## config.mk

```make
export PLATFORM = sky130hd
export DESIGN_NAME = vga_sync_gen_flat
export DESIGN_NICKNAME = d
export VERILOG_FILES = /design/src/rtl/vga_sync_gen_if.sv /design/src/rtl/vga_sync_gen.sv /design/src/flat_wrapper.sv
export SDC_FILE = /design/constraint.sdc
export NUM_CORES = 1
export LEC_CHECK = 0
export ABC_AREA = 1
export CAP_MARGIN = 10
export CORE_ASPECT_RATIO = 1.5
export CORE_MARGIN = 5
export CORE_UTILIZATION = 30
export CTS_BUF_LIST = sky130_fd_sc_hd__clkbuf_4 sky130_fd_sc_hd__clkbuf_8
export DETAILED_ROUTE_END_ITERATION = 8
export PLACE_DENSITY = 0.58
export SKIP_CTS_REPAIR_TIMING = 1
export SLEW_MARGIN = 40
export SYNTH_ARGS = -nofsm -noshare
export SYNTH_HDL_FRONTEND = slang
export SYNTH_SLANG_ARGS = --single-unit
export TNS_END_PERCENT = 50
```

## constraint.sdc

```tcl
create_clock -name vga_clk -period 1.9 [get_ports vga_clk]
set_input_delay 0.57 -clock vga_clk [delete_from_list [all_inputs] [get_ports vga_clk]]
set_output_delay 0.57 -clock vga_clk [all_outputs]
set_load 0.1 [all_outputs]
```

## src/rtl/vga_sync_gen_if.sv

```systemverilog
// -----------------------------------------------------------------------------
// vga_sync_gen_if
// Bundle of the VGA timing signals between the sync generator and its
// consumers (pixel pipeline, DAC).
//
// Signals
//   en          : count enable from the consumer side; low freezes the timing
//   hsync       : horizontal sync, active low
//   vsync       : vertical sync, active low
//   video_on    : high inside the visible area
//   pixel_x     : current horizontal position (0..H_TOTAL-1)
//   pixel_y     : current vertical position (0..V_TOTAL-1)
//   line_start  : high while pixel_x == 0
//   frame_start : high while pixel_x == 0 and pixel_y == 0
//   vga_blank_n : DAC blank (active low), identical to video_on
//   vga_sync_n  : DAC sync-on-green, tied low
//
// Handshake: there is no valid/ready pair. Every output is valid on every
// cycle and describes the pixel currently addressed by pixel_x/pixel_y; the
// position advances on a vga_clk rising edge only when en is high.
//
// Modports
//   master : the sync generator (drives timing, samples en)
//   slave  : a consumer (drives en, samples timing)
// -----------------------------------------------------------------------------
interface vga_sync_gen_if;
   logic       en;
   logic       hsync;
   logic       vsync;
   logic       video_on;
   logic [9:0] pixel_x;
   logic [9:0] pixel_y;
   logic       line_start;
   logic       frame_start;
   logic       vga_blank_n;
   logic       vga_sync_n;

   modport master (
      input  en,
      output hsync, vsync, video_on, pixel_x, pixel_y,
             line_start, frame_start, vga_blank_n, vga_sync_n
   );

   modport slave (
      output en,
      input  hsync, vsync, video_on, pixel_x, pixel_y,
             line_start, frame_start, vga_blank_n, vga_sync_n
   );
endinterface

```

## src/rtl/vga_sync_gen.sv

```systemverilog
// -----------------------------------------------------------------------------
// vga_sync_gen
// VGA timing generator. Two position counters (h_cnt, v_cnt) are the only
// state; every other output is decoded combinationally from them so all
// outputs line up with pixel_x/pixel_y in the same cycle.
//
// Ports
//   vga_clk : pixel clock, all state updates on its rising edge
//   rst     : asynchronous, active-high reset; forces position (0,0)
//   vga     : vga_sync_gen_if.master (en in; sync, blank, position out)
//
// Parameters give the horizontal/vertical visible, front porch, sync and
// back porch lengths; totals must stay below 1024 to fit the 10-bit counters.
// -----------------------------------------------------------------------------
module vga_sync_gen #(
   parameter int H_VISIBLE = 640,
   parameter int H_FRONT   = 16,
   parameter int H_SYNC    = 96,
   parameter int H_BACK    = 48,
   parameter int V_VISIBLE = 480,
   parameter int V_FRONT   = 10,
   parameter int V_SYNC    = 2,
   parameter int V_BACK    = 33
) (
   input logic            vga_clk,
   input logic            rst,
   vga_sync_gen_if.master vga
);

   localparam int H_TOTAL = H_VISIBLE + H_FRONT + H_SYNC + H_BACK;
   localparam int V_TOTAL = V_VISIBLE + V_FRONT + V_SYNC + V_BACK;

   // Boundaries pre-sized to the counter width so compares are width-exact.
   localparam logic [9:0] H_LAST     = 10'(H_TOTAL - 1);
   localparam logic [9:0] H_VIS_END  = 10'(H_VISIBLE);
   localparam logic [9:0] H_SYNC_BEG = 10'(H_VISIBLE + H_FRONT);
   localparam logic [9:0] H_SYNC_END = 10'(H_VISIBLE + H_FRONT + H_SYNC);
   localparam logic [9:0] V_LAST     = 10'(V_TOTAL - 1);
   localparam logic [9:0] V_VIS_END  = 10'(V_VISIBLE);
   localparam logic [9:0] V_SYNC_BEG = 10'(V_VISIBLE + V_FRONT);
   localparam logic [9:0] V_SYNC_END = 10'(V_VISIBLE + V_FRONT + V_SYNC);

   logic [9:0] h_cnt_q, h_cnt_d;
   logic [9:0] v_cnt_q, v_cnt_d;
   logic       video_on_w;

   // Next position: the line counter only moves on the clock that wraps the
   // pixel counter, so vsync always spans whole lines.
   always_comb begin
      h_cnt_d = h_cnt_q;
      v_cnt_d = v_cnt_q;
      if (vga.en) begin
         if (h_cnt_q == H_LAST) begin
            h_cnt_d = '0;
            if (v_cnt_q == V_LAST) begin
               v_cnt_d = '0;
            end else begin
               v_cnt_d = v_cnt_q + 10'd1;
            end
         end else begin
            h_cnt_d = h_cnt_q + 10'd1;
         end
      end
   end

   always_ff @(posedge vga_clk or posedge rst) begin
      if (rst) begin
         h_cnt_q <= '0;
         v_cnt_q <= '0;
      end else begin
         h_cnt_q <= h_cnt_d;
         v_cnt_q <= v_cnt_d;
      end
   end

   // Decode straight from the counters: because reset clears the counters
   // asynchronously, these outputs also change immediately on reset.
   assign video_on_w      = (h_cnt_q < H_VIS_END) && (v_cnt_q < V_VIS_END);

   assign vga.pixel_x     = h_cnt_q;
   assign vga.pixel_y     = v_cnt_q;
   assign vga.video_on    = video_on_w;
   assign vga.vga_blank_n = video_on_w;
   assign vga.vga_sync_n  = 1'b0;
   assign vga.hsync       = !((h_cnt_q >= H_SYNC_BEG) && (h_cnt_q < H_SYNC_END));
   assign vga.vsync       = !((v_cnt_q >= V_SYNC_BEG) && (v_cnt_q < V_SYNC_END));
   assign vga.line_start  = (h_cnt_q == 10'd0);
   assign vga.frame_start = (h_cnt_q == 10'd0) && (v_cnt_q == 10'd0);

endmodule

```

## src/flat_wrapper.sv

```systemverilog
// flat-port wrapper written by rule: the top's interface ports become plain ports
module vga_sync_gen_flat 
#(
   parameter int H_VISIBLE = 640,
   parameter int H_FRONT   = 16,
   parameter int H_SYNC    = 96,
   parameter int H_BACK    = 48,
   parameter int V_VISIBLE = 480,
   parameter int V_FRONT   = 10,
   parameter int V_SYNC    = 2,
   parameter int V_BACK    = 33
)
  (vga_clk, rst, vga_en, vga_hsync, vga_vsync, vga_video_on, vga_pixel_x, vga_pixel_y, vga_line_start, vga_frame_start, vga_vga_blank_n, vga_vga_sync_n);
  vga_sync_gen_if vga_i ();
  input logic vga_clk;
  input logic rst;
  input wire logic [$bits(vga_i.en)-1:0] vga_en;
  output wire logic [$bits(vga_i.hsync)-1:0] vga_hsync;
  output wire logic [$bits(vga_i.vsync)-1:0] vga_vsync;
  output wire logic [$bits(vga_i.video_on)-1:0] vga_video_on;
  output wire logic [$bits(vga_i.pixel_x)-1:0] vga_pixel_x;
  output wire logic [$bits(vga_i.pixel_y)-1:0] vga_pixel_y;
  output wire logic [$bits(vga_i.line_start)-1:0] vga_line_start;
  output wire logic [$bits(vga_i.frame_start)-1:0] vga_frame_start;
  output wire logic [$bits(vga_i.vga_blank_n)-1:0] vga_vga_blank_n;
  output wire logic [$bits(vga_i.vga_sync_n)-1:0] vga_vga_sync_n;
  assign vga_i.en = vga_en;
  assign vga_hsync = vga_i.hsync;
  assign vga_vsync = vga_i.vsync;
  assign vga_video_on = vga_i.video_on;
  assign vga_pixel_x = vga_i.pixel_x;
  assign vga_pixel_y = vga_i.pixel_y;
  assign vga_line_start = vga_i.line_start;
  assign vga_frame_start = vga_i.frame_start;
  assign vga_vga_blank_n = vga_i.vga_blank_n;
  assign vga_vga_sync_n = vga_i.vga_sync_n;
  vga_sync_gen #(.H_VISIBLE(H_VISIBLE), .H_FRONT(H_FRONT), .H_SYNC(H_SYNC), .H_BACK(H_BACK), .V_VISIBLE(V_VISIBLE), .V_FRONT(V_FRONT), .V_SYNC(V_SYNC), .V_BACK(V_BACK)) u_core (.vga_clk(vga_clk), .rst(rst), .vga(vga_i));
endmodule
```

==> run summary, run 1 <==
Outcome = complete, but fails checks
Violated checks = setup timing
Area share of the largest cell type after synthesis = 39.1%
Global route total overflow = 0
Initial Util = 30.7%
Critical Path RT = 1.33 ns
Synth warn = 0
Reg2reg path depth = 8
Ys async rst share = 100%
Die area = 5700 um^2
Clock root cell = clkbuf_8
R2R Path Start = u_core.vga.pixel_x[0]
Max stage delay on crit path = 0.48 ns
CP Data Arrival Time = 1.57 ns
Min Tclk post-route = 2.14 ns
Core box area = 4170 um^2
HP Class = register to register
Row count = 29
Post-synth top flop = dfrtp_1
DR pass1 iterations = 4
Slew Viols, Final = 0
Clock sinks = 20
H-tree depth = 1
CP Depth = 6
Power per cell area = 852 nW/um^2
Worst hold slack = 0.587 ns
IO Port Bufs = 28
Initial antenna violation count = 0
Post-route ant nets = 0
Setup crit start kind = register
CTS Buf Count = 3
Number of diodes = 0
Avg Inst Size Synth = 7.45 um^2
WHS Endpoint = u_core.vga.pixel_x[1]
Layout cells sized above 1 = 50.7%
GR Util All Layers = 12.5%
Worst Slack Setup Final = -0.241 ns
Total power = 1.97 mW
Final setup viols = 6
CP delay by family, top = flip-flops
Reg2reg setup slack = 0.31 ns
Dpl ws = -0.0197 ns
RSZ-0062 raised after global routing = yes
Final Non-Filler Cells = 275
Fillers = 345
Largest net degree at the start of global routing = 21
Cells along the critical path = inv_2, ha_2, nand3_2, nor2_4, and3_4, buf_12
Number of synthesized flops with an enable pin = 0
Hold path depth = 2
Post-route DRC = 0
Post-synth top cells = nand2_1, inv_1, nor2_1
Critical path class = register to output port
Post-Syn Nets = 179
Die Span Y = 90.0 um
Via count = 1283
Area of the multi-input gates = 743 um^2
Yosys reg bits = 20
Reg clk slew, reported paths = 0.08 ns
Final Skew = 0.00211 ns
Post-DP HPWL = 2.74 mm
Iter 0 DRT Violations = 22
Sequential area share after synthesis = 39.1%
Io pins = 30
CTS max path bufs = 2
Via/cell ratio = 4.67
Critical path's slowest cell = dfrtp_4
FF+latch area = 563 um^2
Die Wd = 63.4 um
Final nets = 237
GPL Wtd Cong = 0.819
Most instantiated library cell after synthesis = nand2_1
Post-Route Utilization = 55.3%
TritonCTS clock tree = yes
Clk_lat worst skew = 0.26 ns
Largest area contributor in the netlist = dfrtp_1
Mapped Area = 1280 um^2
Via count of the first global-routing pass = 1274
Cell Count Post-Placement = 267
WL/cell = 13.0 um
Gate count of the mapped netlist = 172
Worst vdd ir = 915 uV
CP bufs+invs = 2
Cell variety after synth = 28
Drt total wl = 3.58 mm
Synth top area cells = dfrtp_1, nand2_1, inv_1, nor2_1, nand3_1
Max Cap Viol = 0
Final number of hold-violating endpoints = 0
First-pass GRT wire length = 5.71 mm
Layout area overhead = 80.1%
P_leak = 1.03 nW
Reg2reg end = u_core.vga.pixel_y[6]
FMAX = 467 MHz
Final period utilization = 113%
Min-delay src = u_core.vga.pixel_x[1]
Element type at the critical path end = output port
Peak fanout along the critical path = 3
how the worst max path moves through the flow:
stage                                     start                     to  slack (ns)
after floorplan           u_core.vga.pixel_x[5]              vga_hsync       -0.89
after detailed placement                 vga_en  u_core.vga.pixel_y[3]       -0.02
after global placement                   vga_en  u_core.vga.pixel_x[7]        0.02
after global routing      u_core.vga.pixel_x[6]        vga_frame_start       -0.32
final                     u_core.vga.pixel_x[0]        vga_frame_start       -0.24
after CTS                 u_core.vga.pixel_y[1]        vga_frame_start       -0.28
layer usage:
| metal | share of wire [%] | global-route usage, % | wire, um |
|---|---|---|---|
| met3 | 3.5 | 1.87 | 124 |
| met1 | 40 | 13.4 | 1430 |
| met5 | 0 | 0 | 0 |
| met2 | 55 | 23.5 | 1960 |
| met4 | 2.0 | 4.85 | 72 |
power by group:
part | leakage [nW] | internal (mW) | total, mW | switching (mW)
logic | 0.779 | 0.412 | 1.09 | 0.676
clock network | 0.0288 | 0.185 | 0.337 | 0.152
registers | 0.220 | 0.495 | 0.542 | 0.0469
tightest hold or removal path, cell delays in order, from the launching register on:
cell and delay, ns:
dfrtp_2 0.37, inv_1 0.05, o21ai_0 0.13
cells by family (layout without fill, tap and decap cells):
kind of cell / count (synthesis) / in the layout / share of synthesized area (%)
AOI/OAI and AO/OA: 15 / 15 / 6.35
and+or+nand+nor: 95 / 95 / 35.4
buffers and inverters: 31 / 88 / 10.9
xor gates and xnor gates: 6 / 6 / 4.10
DFF: 20 / 20 / 39.1
adders and majority gates: 4 / 4 / 3.91
other: 1 / 1 / 0.293
layout make-up:
cell class	count	area share [%]
inverters	25	4.28
repair buffers	59	34.2
multi-input cells	121	32.2
well taps	46	2.49
flip-flops and latches	20	24.4
clock buffers	4	2.39
registers in the layout, indices dropped and copies added, names as in the netlist:
signal,flops
u_core.vga.pixel_x,10
u_core.vga.pixel_y,10
layout by cell type, fill, tap and decap left out:
cell and n:
nand3b_1 1, nand4_1 6, clkbuf_8 4, buf_12 25, and3_4 1, a21oi_1 1, o21ai_2 1, nor2_2 2
o211ai_1 1, dfrtp_2 5, nor3_2 3, inv_4 2, ha_4 1, nand2_2 4, dfrtp_4 15, nor3_1 3
nor2_1 19, inv_1 18, nand4_2 1, nand2_4 2, nand2_1 28, clkbuf_16 1, ha_1 2, inv_2 5
clkdlybuf4s50_1 2, a21oi_2 1, xor2_1 6, nor2_4 6, o21ai_1 3, buf_6 3, buf_4 28, nand3_1 14
o21ai_0 8, nor4_2 1, conb_1 1, ha_2 1, or2_2 1, nand3_2 3
metrics by stage:
step	setup TNS, ns	instance area, um^2
after floorplan	-2.61	1430
after global routing	-1.23	2310
after global placement	0	2170
after CTS	-1.05	2220
final	-0.836	2310
after detailed placement	-0.0383	2170
Power figures use the tool's default switching activity.
==> run 2, diff against run 1 <==
- ABC_AREA: 1 -> default
==> run 2 against run 1 <==
  * The flow still finishes with violations (setup timing)
  * Total power rose by 0.58%
  * Core utilization increased by 1.7 points
  * Clock skew barely moved
  * Non-clock buffer count increased by 3
  * Sequential power increased by 4.8%
  * Critical path depth down 2
  * Synthesized cell count is 28% lower
  * Clock power shrank 4%
  * Largest cell class unchanged
  * Worst hold slack lost 0.028 ns
  * Combinational power hardly changed
==> run summary, run 2 <==
Reg2reg path depth = 4 (-4)
RSZ-0062 raised after global routing = yes
Final setup viols = 6 (unchanged)
Violated checks = setup timing
Hold path depth = 1 (-1)
Commonest non-fill, non-tap cells in the layout = buf_4, buf_12, dfrtp_4
Final Non-Filler Cells = 228 (-17%)
Final Skew = 0.00209 ns (-0.0000217 ns)
Sequential area share after synthesis = 42.5% (+3.4 points)
Initial antenna violation count = 0 (unchanged)
Critical path's slowest cell = or4_4
Post-DP HPWL = 2.61 mm (-4.7%)
Post-Syn Nets = 131 (-27%)
DP Area = 2130 um^2 (-1.7%)
Area share of the largest cell type after synthesis = 42.5% (+3.4 points)
Min-delay src = u_core.vga.pixel_y[8]
Mapped Area = 1180 um^2 (-8.1%)
WL/cell = 14.5 um (+11%)
Via count of the first global-routing pass = 1225 (-3.8%)
GPL Wtd Cong = 0.843 (+2.9%)
Via count = 1171 (-8.7%)
Post-synth top flop = dfrtp_1
R2R Path Start = u_core.vga.pixel_x[6]
IO Port Bufs = 28 (unchanged)
Io pins = 30 (unchanged)
Worst hold slack = 0.559 ns (-0.0277 ns)
Outcome = complete, but fails checks
Simple-gate share of the synthesized area = 29.5% (-5.8 points)
HP Class = register to register
Global route total overflow = 0 (unchanged)
Post-synth top cells = dfrtp_1, nand3_1, nand2_1
Gate count of the mapped netlist = 124 (-28%)
Die Span Y = 86.7 um (-3.7%)
Yosys reg bits = 20 (unchanged)
P_leak = 0.939 nW (-8.7%)
Post-route DRC = 0 (unchanged)
Element type at the critical path end = output port
Synth warn = 0 (unchanged)
Cell variety after synth = 39 (+39%)
CP Data Arrival Time = 1.83 ns (+0.26 ns)
Xor-xnor portion of the synthesized cell area = 7.44% (+3.3 points)
Largest net degree at the start of global routing = 21 (unchanged)
Max Cap Viol = 0 (unchanged)
CP delay by family, top = simple AND/OR/NAND/NOR gates
Ys async rst share = 100% (unchanged)
FMAX = 416 MHz (-11%)
Final period utilization = 127% (+14 points)
Setup crit start kind = register
First-pass GRT wire length = 5.53 mm (-3.2%)
Clk_lat worst skew = 0.25 ns (about the same)
Row count = 28 (-3.4%)
Min Tclk post-route = 2.40 ns (+0.263 ns)
Layout area overhead = 88.2%
CP bufs+invs = 1 (-1)
Die Wd = 61.2 um (-3.5%)
Worst vdd ir = 1100 uV (+20%)
Cells along the critical path = or4_4, nor3_4, and4_4, buf_12
Most instantiated library cell after synthesis = dfrtp_1
Clock root cell = clkbuf_8
Worst Slack Setup Final = -0.504 ns (-0.263 ns)
Critical path class = register to output port
Initial Util = 30.3% (-0.43 points)
CTS max path bufs = 2 (unchanged)
GR Util All Layers = 13.6% (+1.1 points)
Drt total wl = 3.31 mm (-7.7%)
H-tree depth = 1 (unchanged)
Main combinational cell family by area after synthesis = simple AND/OR/NAND/NOR gates
Number of synthesized flops with an enable pin = 0 (unchanged)
Peak fanout along the critical path = 2 (-1)
Number of diodes = 0 (unchanged)
Reg2reg setup slack = 0.07 ns (-0.24 ns)
Compound-Gate Fraction of Synth Area = 9.14% (+2.8 points)
DR pass1 iterations = 4 (unchanged)
TritonCTS clock tree = yes
Avg Inst Size Synth = 9.49 um^2 (+27%)
Iter 0 DRT Violations = 43 (+95%)
Synth top area cells = dfrtp_1, nand3_1, xnor2_1, ha_1, nand2_1
Most common cell after layout, fill and taps aside = buf_4
Design area = 2220 um^2 (-4.0%)
Final nets = 191 (-19%)
Slew Viols, Final = 0 (unchanged)
Power per cell area = 893 nW/um^2 (+4.7%)
Critical Path RT = 1.33 ns (about the same)
Post-route ant nets = 0 (unchanged)
Via/cell ratio = 5.14 (+10%)
Largest area contributor in the netlist = dfrtp_1
Clock sinks = 20 (unchanged)
Synthesized-area fraction occupied by adder cells = 4.25% (+0.34 points)
Die area = 5300 um^2 (-7.0%)
Layout cells sized above 1 = 57.9% (+7.3 points)
Reg clk slew, reported paths = 0.08 ns (about the same)
Core box area = 3890 um^2 (-6.8%)
Fillers = 340 (-1.4%)
Cell Count Post-Placement = 223 (-16%)
CTS Buf Count = 3 (unchanged)
WHS Endpoint = u_core.vga.pixel_y[8]
Final number of hold-violating endpoints = 0 (unchanged)
Max stage delay on crit path = 0.54 ns (+0.06 ns)
Reg2reg end = u_core.vga.pixel_y[2]
Multiplexer area fraction after synthesis = 0% (unchanged)
## run 2: cells by family after synthesis
kind of cell / after synthesis
flip-flops: 20
other: 1
AO/OA/AOI/OAI: 16
buffers and inverters: 14
XOR/XNOR: 10
AND/OR/NAND/NOR: 59
adder cells (fa/ha/maj): 4
## run 2: metrics by stage
step	setup TNS [ns]	setup WS (ns)	utilization (%)	total power, mW
4_1_cts	-2.27	-0.593	56.2	1.97
6_report	-1.87	-0.504	57.0	1.98
3_3_place_gp	-1.88	-0.278	54.8	1.63
5_1_grt	-2.25	-0.571	57.0	2.06
2_1_floorplan	-3.76	-1.32	-	1.24
3_5_place_dp	-2.26	-0.311	54.8	1.63
## run 2: area by class of cell
type / instances / area, um^2 / share of cell area [%]
clock buffers: 4 / 55.1 / 2.48
inverters: 7 / 26.3 / 1.19
multi-input cells: 90 / 713 / 32.2
flip-flops and latches: 20 / 558 / 25.2
well taps: 45 / 56.3 / 2.54
repair buffers: 62 / 807 / 36.4
## run 2: routing by layer
metal	GRT usage, %	part of all wire, %
met1	15.9	39
met2	24.3	55
met3	1.94	4.2
met4	4.54	1.3
met5	0	0
## run 2: power breakdown
| part | internal [mW] | switching (mW) |
|---|---|---|
| Combinational | 0.415 | 0.671 |
| Sequential | 0.515 | 0.0538 |
| Clock | 0.184 | 0.140 |
## run 2: how the worst max path moves through the flow
stage | from | endpoint | slack, ns | depth (start not counted)
after floorplan | u_core.vga.pixel_x[7] | vga_frame_start | -1.32 | 3
after global placement | u_core.vga.pixel_x[7] | vga_frame_start | -0.28 | 4
after detailed placement | u_core.vga.pixel_x[7] | vga_frame_start | -0.31 | 4
after CTS | u_core.vga.pixel_x[7] | vga_frame_start | -0.59 | 4
after global routing | u_core.vga.pixel_x[7] | vga_frame_start | -0.57 | 4
final | u_core.vga.pixel_x[7] | vga_frame_start | -0.50 | 4
